===== config.mk =====
export PLATFORM = sky130hd
export DESIGN_NAME = register_file_wb
export DESIGN_NICKNAME = d
export VERILOG_FILES = /design/src/rtl/register_file_wb_pkg.sv /design/src/rtl/register_file_wb_sb_counter.sv /design/src/rtl/register_file_wb.sv
export SDC_FILE = /design/constraint.sdc
export NUM_CORES = 1
export LEC_CHECK = 0
export BUFFER_PORTS_ARGS = -buffer_cell sky130_fd_sc_hd__buf_2
export CORE_MARGIN = 5
export CORE_UTILIZATION = 30
export CTS_CLUSTER_DIAMETER = 100
export DETAILED_ROUTE_END_ITERATION = 10
export HOLD_SLACK_MARGIN = 0.12
export SKIP_CTS_REPAIR_TIMING = 1
export SYNTH_ARGS = -nofsm -noshare
export SYNTH_HDL_FRONTEND = slang
export SYNTH_SLANG_ARGS = --single-unit

===== constraint.sdc =====
create_clock -name clk -period 21.5 [get_ports clk]
set_input_delay 3.225 -clock clk [delete_from_list [all_inputs] [get_ports clk]]
set_output_delay 3.225 -clock clk [all_outputs]
set_load 0.03 [all_outputs]

===== src/rtl/register_file_wb_pkg.sv =====
// ===========================================================================
// register_file_wb_pkg : shared widths and limits for the write-back regfile
// Rev 1.0
// ===========================================================================
`default_nettype none

package register_file_wb_pkg;

   localparam int DATA_W       = 32;
   localparam int ADDR_W       = 4;
   localparam int NUM_REGS     = 15;
   localparam int MAX_INFLIGHT = 3;
   localparam int CNT_W        = 2;

   localparam logic [ADDR_W-1:0] PC_IDX    = ADDR_W'(15);
   localparam logic [ADDR_W-1:0] REG_LIMIT = ADDR_W'(NUM_REGS);
   localparam logic [CNT_W-1:0]  CNT_MAX   = CNT_W'(MAX_INFLIGHT);

   // PC is never backed by storage, even if NUM_REGS is retuned upward.
   function automatic logic is_arch(input logic [ADDR_W-1:0] idx);
      return (idx < REG_LIMIT) && (idx != PC_IDX);
   endfunction

endpackage

`default_nettype wire


===== src/rtl/register_file_wb_sb_counter.sv =====
// ===========================================================================
// sb_counter : saturating pending-write counter with sticky over/underflow
// Rev 1.0
// ===========================================================================
`default_nettype none

module sb_counter
   import register_file_wb_pkg::*;
(
   input  logic             clk,
   input  logic             rst,
   input  logic             inc,
   input  logic             dec,
   output logic [CNT_W-1:0] cnt,
   output logic             err
);

   always_ff @(posedge clk or posedge rst) begin
      if (rst) begin
         cnt <= '0;
         err <= 1'b0;
      end else if (inc && !dec) begin
         if (cnt == CNT_MAX) err <= 1'b1;
         else                cnt <= cnt + CNT_W'(1);
      end else if (dec && !inc) begin
         if (cnt == '0) err <= 1'b1;
         else           cnt <= cnt - CNT_W'(1);
      end
   end

endmodule

`default_nettype wire


===== src/rtl/register_file_wb.sv =====
// ===========================================================================
// register_file_wb : ARM register file with write-back port and hazard board
// Option macro REGFILE_WB_BYPASS_EN enables same-cycle write-to-read bypass.
// Rev 1.0
// ===========================================================================
`default_nettype none

module register_file_wb
   import register_file_wb_pkg::*;
(
   input  logic              clk,
   input  logic              rst,
   input  logic [ADDR_W-1:0] src1,
   input  logic [ADDR_W-1:0] src2,
   input  logic              src2_used,
   output logic [DATA_W-1:0] reg1,
   output logic [DATA_W-1:0] reg2,
   input  logic              wb_en,
   input  logic [ADDR_W-1:0] wb_dest,
   input  logic [DATA_W-1:0] wb_value,
   input  logic              issue_en,
   input  logic [ADDR_W-1:0] issue_dest,
   output logic              hazard1,
   output logic              hazard2,
   output logic              sb_error
);

   logic [DATA_W-1:0]   regs [NUM_REGS];
   logic [CNT_W-1:0]    cnt  [NUM_REGS];
   logic [NUM_REGS-1:0] err_vec;
   logic [CNT_W-1:0]    cnt1;
   logic [CNT_W-1:0]    cnt2;
   logic                src1_ok;
   logic                src2_ok;

   generate
      for (genvar i = 0; i < NUM_REGS; i++) begin : g_reg
         logic hit_wb;
         logic hit_issue;

         assign hit_wb    = wb_en    && (wb_dest    == ADDR_W'(i));
         assign hit_issue = issue_en && (issue_dest == ADDR_W'(i));

         always_ff @(posedge clk or posedge rst) begin
            if (rst)         regs[i] <= '0;
            else if (hit_wb) regs[i] <= wb_value;
         end

         sb_counter u_sb (
            .clk (clk),
            .rst (rst),
            .inc (hit_issue),
            .dec (hit_wb),
            .cnt (cnt[i]),
            .err (err_vec[i])
         );
      end
   endgenerate

   assign src1_ok  = is_arch(src1);
   assign src2_ok  = is_arch(src2);
   assign sb_error = |err_vec;

`ifdef REGFILE_WB_BYPASS_EN
   logic byp1;
   logic byp2;

   assign byp1 = src1_ok && wb_en && (wb_dest == src1);
   assign byp2 = src2_ok && wb_en && (wb_dest == src2);
`endif

   always_comb begin
      reg1 = '0;
      reg2 = '0;
      cnt1 = '0;
      cnt2 = '0;
      if (src1_ok) begin
         reg1 = regs[src1];
         cnt1 = cnt[src1];
      end
      if (src2_ok) begin
         reg2 = regs[src2];
         cnt2 = cnt[src2];
      end
      hazard1 = (cnt1 != '0);
      hazard2 = src2_used && (cnt2 != '0);
`ifdef REGFILE_WB_BYPASS_EN
      // The write completing this cycle is forwarded, so it no longer blocks ID.
      if (byp1) begin
         reg1 = wb_value;
         if (cnt1 == CNT_W'(1)) hazard1 = 1'b0;
      end
      if (byp2) begin
         reg2 = wb_value;
         if (cnt2 == CNT_W'(1)) hazard2 = 1'b0;
      end
`endif
   end

endmodule

`default_nettype wire


Word-level counts from Yosys, hierarchy flattened
Index checks and enable logic that the tools add are counted.
- register bits after elaboration: 525
- input port bits: 53
- output and inout port bits: 67
- logic and storage cells: 480
- add/sub/neg operators: 30
- order comparisons: 4
- eq/ne operators: 90
- multiplexer cells: 136
- bitwise operators: 2
- reductions and logical operators: 173
- operators by type and width (kind ; count):
    $bmux 32 s4 ; 2
    $mux 32 ; 6
    $mux 2 ; 66
    $reduce_and 3->1 ; 30
    $reduce_bool 2->1 ; 32
    $logic_and 1x1->1 ; 63
    $mux 1 ; 60
    $ne 2x2->1 const B ; 30
    $eq 4x4->1 const B ; 14
    $eq 4x3->1 const B ; 8
    $add 2x1->2 const B ; 15
    $eq 2x2->1 const B ; 15
    $logic_not 1->1 ; 30
    $logic_not 2->1 ; 15
    $ne 2x1->1 const B ; 15
    $sub 2x1->2 const B ; 15
    $bmux 2 s4 ; 2
    $eq 4x2->1 const B ; 4
    $reduce_or 15->1 ; 1
    $ge 5x5->1 const B ; 2
    $not 4->5 ; 2
    $eq 4x1->1 const B ; 2
    $logic_not 4->1 ; 2
    $lt 4x4->1 const B ; 2
    $ne 4x4->1 const B ; 2

Logic depth before layout (Yosys ltp)
- word-level depth: 7
- mapped depth: 10
- depth with buffers taken out: 9

Cells and area by module
A second synthesis with hierarchy kept.
- cell total of the unflattened synthesis: 2024
- area total of the unflattened synthesis: 28556.1 sq um
- modules (own cells, without submodules) (module ; instances ; cells an instance ; area an instance (sq um) ; seq. area each (sq um)):
    register_file_wb ; 1 ; 1754 ; 26135.1 ; 12011.5
    sb_counter ; 15 ; 18 ; 161.4 ; 75.1

Worst setup path after synthesis
Ideal clock, no wire load.
- kind: input -> output
- start: in src1[1]
- end: out hazard1
- arrival time: 5.194 ns
- data required time: 18.275 ns
- setup slack: 13.081 ns
- cell stages on the path: 7
- path buffers: 3
- cell sequence: buf_2 > nor2b_1 > buf_2 > clkbuf_1 > o21ai_0 > and4_1 > nor4_1
- cells in the longest elaborated chain, start to end: 6
- elaborated cells between the ends (all ways): 9
- those cells by class: order compare: 1; eq/ne: 1; mux: 4; bitwise: 1; reduce/logical: 2
- RTL lines (element ; line ; text):
    start, declared ; register_file_wb.sv:13 ; input logic [ADDR_W-1:0] src1,
    $not 4->5 (implied by the code) ; register_file_wb.sv:79 ; cnt1 = cnt[src1];
    $bmux 2 s4 ; register_file_wb.sv:79 ;
    $mux 2 (implied by the code) (2 in a row) ; register_file_wb.sv:79 ;
    $mux 2 (*) ; register_file_wb.sv:77 ; if (src1_ok) begin
    $reduce_bool 2->1 (*) ; register_file_wb.sv:85 ; hazard1 = (cnt1 != '0);
    end, declared ; register_file_wb.sv:23 ; output logic hazard1,
Mark *: on every way between the ends. The rest lies on a longest branch, timed or not. The select of a mux whose other input is x is not followed.

Worst setup path in the final report
- start: in src1[0]
- end: out hazard1
The elaborated chain is that of the path after synthesis.

==> flow_metrics.env <==
export IMPL_status="finished clean"
export IMPL_setup_tns_final_ns=0
export IMPL_r2r_end="g_reg[2].u_sb.cnt[0]"
export IMPL_switching_share_pct=29.2
export IMPL_totalWireLength_um=84300
export IMPL_io_pins=120
export IMPL_first_global_vias=19900
export IMPL_place_hpwl_um=49600
export IMPL_fin_skew_ns=0.0193
export IMPL_wl_per_cell_um=24.8
export IMPL_die_x_um=319
export IMPL_power_mw=3.07
export IMPL_power_density_nw_per_um2=95.4
export IMPL_die_area_um2=102000
export IMPL_fin_crit_sh_pct=47.3
export IMPL_globalplace_congestion=0.793
export IMPL_layout_common_cells="dfrtp_1 (525), mux2_2 (423), mux4_2 (210)"
export IMPL_antenna_found_initial=13
export IMPL_hold_path_class="reg -> reg"
export IMPL_slew_violations=0
export IMPL_startpoint_type="input port"
export IMPL_grt_max_degree=182
export IMPL_area_growth_pct=12.4
export IMPL_r2r_start="g_reg[2].u_sb.cnt[0]"
export IMPL_drive_gt1_share_pct=42.3
export IMPL_final_antenna_net_count=0
export IMPL_netlist_instances=2058
export IMPL_start_util_pct=30.2
export IMPL_synth_mux_area_share_pct=39.7
export IMPL_power_leakage_nw=13.5
export IMPL_maxCapViolCount=0
export IMPL_whs_path_depth=1
export IMPL_drc=0
export IMPL_top_layer="met5"
export IMPL_synth_seq_cells=525
export IMPL_post_place_ws_ns=11.28
export IMPL_syn_mean_instance_area_um2=13.9
export IMPL_vias=18500
export IMPL_wl_met3_um=4670
export IMPL_clk_pin_slew_ns=0.06
export IMPL_setup_viol=0
export IMPL_synth_seq_area_share_pct=45.8
export IMPL_post_route_util_pct=33.9
export IMPL_p_seq_share_pct=44.7
export IMPL_syn_nets=2141
export IMPL_cts_num_sinks=525
export IMPL_clock_path_buffers=3
export IMPL_power_frac_comb_pct=23.2
export IMPL_hp_start="g_reg[5].u_sb.err"
export IMPL_cts_root_buf="clkbuf_16"
export IMPL_overflow=0
export IMPL_r2r_cells=3
export IMPL_finalHoldViolCount=0
export IMPL_drt_first_iter_violations=1446
export IMPL_synth_adder_area_share_pct=1.45
export IMPL_ys_types=48
export IMPL_rsz0062_at_grt="false"
export IMPL_grt_pass1_wl_um=128000
export IMPL_wl_met1_um=36100
export IMPL_synth_top_family_by_area="multiplexers"
export IMPL_wl_met2_um=41200
export IMPL_nets=2167
export IMPL_cts_inserted_buffers=56
export IMPL_fmax_ghz=0.0984
export IMPL_cts_tree="built"
export IMPL_p_int_mw=2.18
export IMPL_synth_ff_type="dfrtp_1"
export IMPL_relSlewSlack_pct=30.1
export IMPL_synth_warnings=0
export IMPL_r2r_setup_slack_ns=20.28
export IMPL_synth_edff_count=0
export IMPL_worst_slew_pin_slew_ns=1.05
export IMPL_worstPathRequired_ns=18.27
export IMPL_critPathCaptureType="output port"
export IMPL_io_buffer_count=119
export IMPL_die_y_um=319
export IMPL_rows=113
export IMPL_async_flop_share_pct=100
export IMPL_synth_compound_area_share_pct=5.30
export IMPL_holdPathEnd="g_reg[5].u_sb.err"
export IMPL_grt_usage_pct=16.2
export IMPL_pwr_share_clk_pct=32.1
export IMPL_mostFrequentLayoutCell="dfrtp_1"
export IMPL_setup_ws_ns=11.34
export IMPL_core_area_um2=95000
export IMPL_yosys_area_share_simple_pct=4.00
export IMPL_clkLatencyLatePin_ns=0.61
export IMPL_dr_pass1_iters=5
export IMPL_ir_drop_uv=59.5
export IMPL_arrival_ns=6.94
export IMPL_timing_worst_setup_path_type="in -> out"
export IMPL_synth_area_um2=28700
export IMPL_synth_xor_xnor_area_share_pct=0
export IMPL_critPathMaxFanout=52
export IMPL_p_switching_uw=897
export IMPL_finalCriticalPeriod_ns=10.16
export IMPL_vias_per_cell=5.44
export IMPL_htree_levels=2
worst max-delay path, cell delays in order:
cell and delay (ns):
clkbuf_8 0.42, buf_4 0.87, buf_4 0.78, o21ai_1 0.15
o2111ai_1 0.14, a21oi_1 0.11, nor4_1 0.85, buf_2 0.35
through the flow:
stage               cells  hold slack (ns)  cell area (µm²)
floorplan            2058            0.434            28700
global placement     3291            0.460            30300
detailed placement   3291            0.467            30300
CTS                  3397            0.481            32200
global route         3397            0.502            32200
finish               3401            0.477            32200
state kept, by name, indices dropped and copies added (netlist names):
register / count
regs: 480
g.u_sb.cnt: 30
g.u_sb.err: 15
power groups by stage:
stage	registers (mW)	clock network, mW	logic, mW
CTS	1.37	1.02	0.725
floorplan	1.33	0	0.573
detailed placement	1.39	0	0.722
global route	1.40	1.05	0.772
finish	1.37	0.987	0.714
global placement	1.36	0	0.700
Yosys cell counts, drive strengths merged (4+ instances only):
library cell,instances,area (µm²)
a211oi,21,158
a21o,8,60.1
a21oi,39,195
a221o,9,90.1
a221oi,15,131
a311o,10,100
a31oi,4,25.0
buf,110,639
clkbuf,74,278
dfrtp,525,13100
ha,30,375
inv,40,150
maj3,4,40.0
mux2,484,5450
mux2i,121,1210
mux4,210,4730
nand2,100,375
nand2b,8,50.1
nand3,4,20.0
nand3b,6,45.0
nor2,30,113
nor2b,45,282
nor3,10,50.1
nor3b,5,37.5
nor4,4,25.0
nor4b,10,87.6
o21ai,81,405
o221ai,8,70.1
o2bb2ai,25,219
how the worst max path moves through the flow:
stage	start	end	slack, ns	cells after the start
after floorplan	rst	g_reg[0].u_sb.cnt[0]	3.61	1
after global placement	src1[0]	hazard1	11.20	8
after detailed placement	src1[0]	hazard1	11.28	8
after CTS	src1[0]	hazard1	11.28	8
after global routing	src1[0]	hazard1	10.93	8
final	src1[0]	hazard1	11.34	8
area by class of cell:
class | instances | area [µm²]
fill | 9200 | 62800
multi-input combinational | 1308 | 14600
sequential | 525 | 13100
clock buffer | 77 | 1620
tap | 1265 | 1580
timing repair buffer | 152 | 892
clock inverter | 29 | 263
inverter | 41 | 161
antenna | 4 | 10.0
cell families after synthesis:
kind of cell             Yosys count
AO/OA/AOI/OAI                    228
adder cells (fa/ha/maj)           34
buffers and inverters            225
flip-flops                       525
multiplexers                     815
AND/OR/NAND/NOR                  231
layer usage:
metal | global-route usage (%) | vias up
li1 | - | 7866
met1 | 21.6 | 9929
met2 | 27.5 | 550
met3 | 2.75 | 150
met4 | 4.47 | 2
met5 | 0 | -
No activity file was read; power rests on OpenSTA's default activity.
